File: src/rtl/fpu_rr_arbiter.sv
// Round-robin arbiter sharing one FPU operation port between 2**SELECT_SIZE requesters.
// One operation in flight at a time; the result is steered back to the owning requester.

module generic_mux #(
  parameter int DATA_SIZE   = 32,
  parameter int SELECT_SIZE = 2
) (
  input  logic [DATA_SIZE-1:0]   in [2**SELECT_SIZE],
  input  logic [SELECT_SIZE-1:0] port,
  output logic [DATA_SIZE-1:0]   out
);

  assign out = in[port];

endmodule

module fpu_rr_arbiter #(
  parameter int DATA_SIZE   = 32,
  parameter int SELECT_SIZE = 2
) (
  input  logic                       clk,
  input  logic                       rst_n,
  input  logic [2**SELECT_SIZE-1:0]  req_valid,
  input  logic [DATA_SIZE-1:0]       req_data [2**SELECT_SIZE],
  output logic [2**SELECT_SIZE-1:0]  req_ready,
  output logic                       fpu_valid,
  output logic [DATA_SIZE-1:0]       fpu_data,
  input  logic                       fpu_ready,
  input  logic                       fpu_done,
  input  logic [DATA_SIZE-1:0]       fpu_result,
  output logic [2**SELECT_SIZE-1:0]  rsp_valid,
  output logic [DATA_SIZE-1:0]       rsp_data,
  output logic [SELECT_SIZE-1:0]     owner,
  output logic                       busy,
  output logic                       err
);

  localparam int NUM_REQ = 2 ** SELECT_SIZE;

  typedef enum logic [1:0] {
    IDLE  = 2'd0,
    ISSUE = 2'd1,
    WAIT  = 2'd2
  } state_t;

  state_t                   state_q, state_d;
  logic [SELECT_SIZE-1:0]   rr_ptr_q, rr_ptr_d;
  logic [SELECT_SIZE-1:0]   owner_q, owner_d;
  logic                     err_q, err_d;
  logic [NUM_REQ-1:0]       rsp_valid_q, rsp_valid_d;
  logic [DATA_SIZE-1:0]     rsp_data_q, rsp_data_d;
  logic                     busy_q, busy_d;
  logic                     fpu_valid_q, fpu_valid_d;

  logic                     grant_found;
  logic [SELECT_SIZE-1:0]   grant_idx;
  logic [SELECT_SIZE-1:0]   cand;

  // Scan from rr_ptr upwards with wrap; the first asserted valid wins.
  always_comb begin
    grant_found = 1'b0;
    grant_idx   = rr_ptr_q;
    cand        = '0;
    for (int i = 0; i < NUM_REQ; i++) begin
      cand = rr_ptr_q + SELECT_SIZE'(i);
      if (!grant_found && req_valid[cand]) begin
        grant_found = 1'b1;
        grant_idx   = cand;
      end
    end
  end

  always_comb begin
    state_d     = state_q;
    rr_ptr_d    = rr_ptr_q;
    owner_d     = owner_q;
    err_d       = err_q;
    rsp_valid_d = '0;
    rsp_data_d  = rsp_data_q;
    case (state_q)
      IDLE: begin
        if (fpu_done) err_d = 1'b1;
        if (grant_found) begin
          owner_d = grant_idx;
          state_d = ISSUE;
        end
      end
      ISSUE: begin
        if (fpu_done) err_d = 1'b1;
        // Once the FPU has accepted the word the op is committed, even if the requester lets go.
        if (fpu_ready) begin
          state_d = WAIT;
        end else if (!req_valid[owner_q]) begin
          err_d    = 1'b1;
          rr_ptr_d = owner_q + SELECT_SIZE'(1);
          state_d  = IDLE;
        end
      end
      WAIT: begin
        if (fpu_done) begin
          rsp_data_d           = fpu_result;
          rsp_valid_d[owner_q] = 1'b1;
          rr_ptr_d             = owner_q + SELECT_SIZE'(1);
          state_d              = IDLE;
        end
      end
      default: begin
        state_d = IDLE;
      end
    endcase
    busy_d      = (state_d != IDLE);
    fpu_valid_d = (state_d == ISSUE);
  end

  always_ff @(posedge clk or negedge rst_n) begin
    if (!rst_n) begin
      state_q     <= IDLE;
      rr_ptr_q    <= '0;
      owner_q     <= '0;
      err_q       <= 1'b0;
      rsp_valid_q <= '0;
      rsp_data_q  <= '0;
      busy_q      <= 1'b0;
      fpu_valid_q <= 1'b0;
    end else begin
      state_q     <= state_d;
      rr_ptr_q    <= rr_ptr_d;
      owner_q     <= owner_d;
      err_q       <= err_d;
      rsp_valid_q <= rsp_valid_d;
      rsp_data_q  <= rsp_data_d;
      busy_q      <= busy_d;
      fpu_valid_q <= fpu_valid_d;
    end
  end

  always_comb begin
    req_ready = '0;
    if (state_q == ISSUE && fpu_ready) req_ready[owner_q] = 1'b1;
  end

  generic_mux #(
    .DATA_SIZE   (DATA_SIZE),
    .SELECT_SIZE (SELECT_SIZE)
  ) u_req_mux (
    .in   (req_data),
    .port (owner_q),
    .out  (fpu_data)
  );

  assign fpu_valid = fpu_valid_q;
  assign rsp_valid = rsp_valid_q;
  assign rsp_data  = rsp_data_q;
  assign owner     = owner_q;
  assign busy      = busy_q;
  assign err       = err_q;

endmodule
File: config.mk
export PLATFORM = sky130hd
export DESIGN_NAME = fpu_rr_arbiter
export DESIGN_NICKNAME = d
export VERILOG_FILES = /design/src/rtl/fpu_rr_arbiter.sv
export SDC_FILE = /design/constraint.sdc
export NUM_CORES = 1
export LEC_CHECK = 0
export ABC_CLOCK_PERIOD_IN_PS = 3600
export BUFFER_PORTS_ARGS = -buffer_cell sky130_fd_sc_hd__buf_2
export CAP_MARGIN = 10
export CORE_AREA = 2 2 95 97
export CTS_CLUSTER_SIZE = 8
export DETAILED_ROUTE_END_ITERATION = 16
export DIE_AREA = 0 0 97 99
export GPL_TIMING_DRIVEN = 0
export PLACE_DENSITY = 0.71
export RECOVER_POWER = 100
export SYNTH_ARGS = -nofsm -noshare
export SYNTH_HDL_FRONTEND = slang
export SYNTH_SLANG_ARGS = --single-unit
File: constraint.sdc
create_clock -name clk -period 3.6 [get_ports clk]
set_input_delay 0.36 -clock clk [delete_from_list [all_inputs] [get_ports clk]]
set_output_delay 0.36 -clock clk [all_outputs]
set_load 0.1 [all_outputs]
==> out/metrics.yaml <==
drt:
  route.met3.wl_um: 624
  vias: 2599
  met1_length_um: 3691
  wl_um: 9205
  dr.pass1.iters: 4
  drcViolationCount: 0
  met2WireLength_um: 4776
  avgRoutedWirePerCell_um: 17.08
  drtIter0Drc: 43
  viasPerCell: 4.822
  top_layer: "met4"
  drtAntennaViolNets: 0
placed_design:
  dp_hpwl_um: 7932
  io_buffers: 244
  dp.cells: 530
  globalplace.congestion: 0.7966
die:
  die_x_um: 97
  core_area_mm2: 0.008551
  die_y_um: 99
  io_pins: 245
  die_area_mm2: 0.009603
  num_rows: 34
  initial_utilization: 0.3082
yosys:
  ys_types: 27
  synth-edff-count: 0
  synth_area_leader_cell: "dfrtp_1"
  synth_seq_area_share: 0.4274
  syn_area_mm2: 0.002635
  synth-async-reset-ratio: 1.000
  ys_seq_elements: 45
  synthTopCellsByArea: "dfrtp_1 43%, mux4_2 28%, mux2_2 15%"
  synth_fp_nets: 350
  yosysTopAreaCellShare: 0.4274
  yosys_warnings: 0
  synth_top_cells_by_count: "45 x dfrtp_1, 34 x mux2_2, 33 x mux4_2"
  syn-instance-count: 178
  yosysMostFrequentCell: "dfrtp_1"
  synth_ff_type: "dfrtp_1"
  postSynthAreaPerCell_um2: 14.80
status:
  violations: "capacitance limit, slew limit"
  outcome: "finished, violations left"
timing:
  clock_skew_ns: 0.006800
  tns_ns: 0
  setup_viol_count_final: 0
  rsz0062_at_grt: "false"
  clock.fmax_mhz: 326.3
  period_needed_ns: 3.065
  slew_violations: 46
  timing.final.hold_violations: 0
  period_share: 0.8514
  relSlewSlack: -0.5782
  tightest_slew_ns: 2.367
run:
  max_cap_viol_count: 1
setup_path:
  critPathLaunchType: "register"
  critPathCaptureType: "primary output"
  critical_path.most_common_cell: "clkbuf_1"
  cp_data_arrival_time_ns: 2.71
  path_class: "register to primary output"
  path_cells: "clkbuf_1 > clkbuf_1 > mux4_2 > clkbuf_1"
  critPathSlowestCell: "clkbuf_1"
  required_ns: 3.24
  critPathMaxFanout: 10
  max_stage_delay_ns: 0.87
clock_tree:
  htree_levels: 2
  path_clk_slew_ns: 0.09
  root_buffer: "clkbuf_8"
  clock_sinks: 45
  tritoncts: "built"
  cts_buffers: 5
  post_cts_resized: 0
  ctsHoldBuffers: 0
  post-cts-setup-buffers: 0
  insertion_delay_ns: 0.29
  cts.path.max_buffers: 2
global_route:
  antenna_found_initial: 1
  grt_overflow: 0
  grt_max_degree: 46
  grt_pass1_vias: 2646
  grt_first_pass_wirelength_um: 13520
  grt_usage: 0.1769
finish:
  nets: 601
  area_growth_pct: 53.13
  fin_util: 0.4719
  layout.cells.non_filler: 539
  layout-drive-gt1-share: 0.6326
worst_hold_path:
  hp-class: "primary input to register"
-- flip-flops by register name, summed over array words and instances (netlist names) --
signal and flops:
err 1, rsp_data 32, state_q 2, owner 2, busy 1, rsp_valid 4
fpu_valid 1, rr_ptr_q 2
-- worst max-delay path, delay by kind of cell (launching register included) --
kind	cells	cell delay [ns]
buffers and inverters	3	1.71
flip-flops	1	0.41
multiplexers	1	0.30
-- layer usage --
layer / global-route usage / vias to the layer above
met4: 0.04117 / 0
li1: - / 1187
met5: 0 / -
met3: 0.04326 / 6
met2: 0.3029 / 124
met1: 0.2280 / 1282
-- final timing paths --
check	startpoint	cells past startpoint	slack [ns]	to
worst max-delay path	owner[1]$_DFFE_PN0P_	4	0.53	fpu_data[11]
worst max register to register	state_q[1]$_DFF_PN0_	5	1.48	rsp_data[7]$_DFFE_PN0P_
worst min register to register	err$_DFFE_PN0P_	2	0.50	err$_DFFE_PN0P_
worst min-delay path	fpu_result[21]	2	0.29	rsp_data[21]$_DFFE_PN0P_
max in group asynchronous	rst_n	1	1.48	state_q[1]$_DFF_PN0_
min in group asynchronous	rst_n	1	0.78	rsp_data[19]$_DFFE_PN0P_
-- kinds of logic after synthesis --
family                     count (synthesis)  share of synthesized area
adders and majority gates                  4                    0.01899
buffers and inverters                     22                    0.03751
and+or+nand+nor                           24                    0.04559
DFF                                       45                     0.4274
muxes                                     67                     0.4274
AOI/OAI and AO/OA                         16                    0.04321
-- area by class of cell --
| class | instances | area (um^2) |
|---|---|---|
| Sequential cell | 45 | 1126 |
| Inverter | 9 | 33.78 |
| Antenna cell | 1 | 2.502 |
| Timing Repair Buffer | 244 | 1157 |
| Buffer | 13 | 58.81 |
| Tap cell | 108 | 135.1 |
| Clock buffer | 6 | 72.57 |
| Multi-Input combinational cell | 111 | 1410 |
| Fill cell | 874 | 4516 |
| Clock inverter | 2 | 38.79 |
-- through the flow --
stage	instance area, um^2	hold slack (ns)	worst slack (ns)
5_1_grt	4035	0.2821	0.3964
2_1_floorplan	2635	0.06441	0.4226
4_1_cts	4103	0.2651	0.8703
3_5_place_dp	3991	0.4878	1.218
6_report	4035	0.2919	0.5350
3_3_place_gp	3991	0.4650	1.269
-- placed cells by master, fill, tap and decap left out --
| cell | count |
|---|---|
| o31a_1 | 2 |
| nand3b_1 | 1 |
| mux4_2 | 33 |
| nor2b_1 | 3 |
| or3b_2 | 1 |
| a31oi_1 | 2 |
| or3_1 | 1 |
| nand2_1 | 4 |
| inv_1 | 9 |
| a22oi_2 | 1 |
| a2bb2oi_1 | 1 |
| diode_2 | 1 |
| nor3_1 | 3 |
| nor4_1 | 1 |
| ha_1 | 4 |
| nor2_1 | 8 |
| mux2_2 | 34 |
| clkbuf_8 | 5 |
| clkinv_4 | 1 |
| o211ai_1 | 1 |
| bufinv_16 | 1 |
| a21oi_1 | 1 |
| o22ai_1 | 1 |
| a211o_1 | 1 |
| o21ai_0 | 5 |
| buf_2 | 185 |
| clkbuf_2 | 10 |
| buf_6 | 1 |
| nand2b_1 | 2 |
| clkbuf_1 | 62 |
| a41o_1 | 1 |
| dfrtp_1 | 45 |
Power is left out: the tool's default activity adds up to more than one toggle a clock period on the data nets, which glitch-free logic cannot reach.
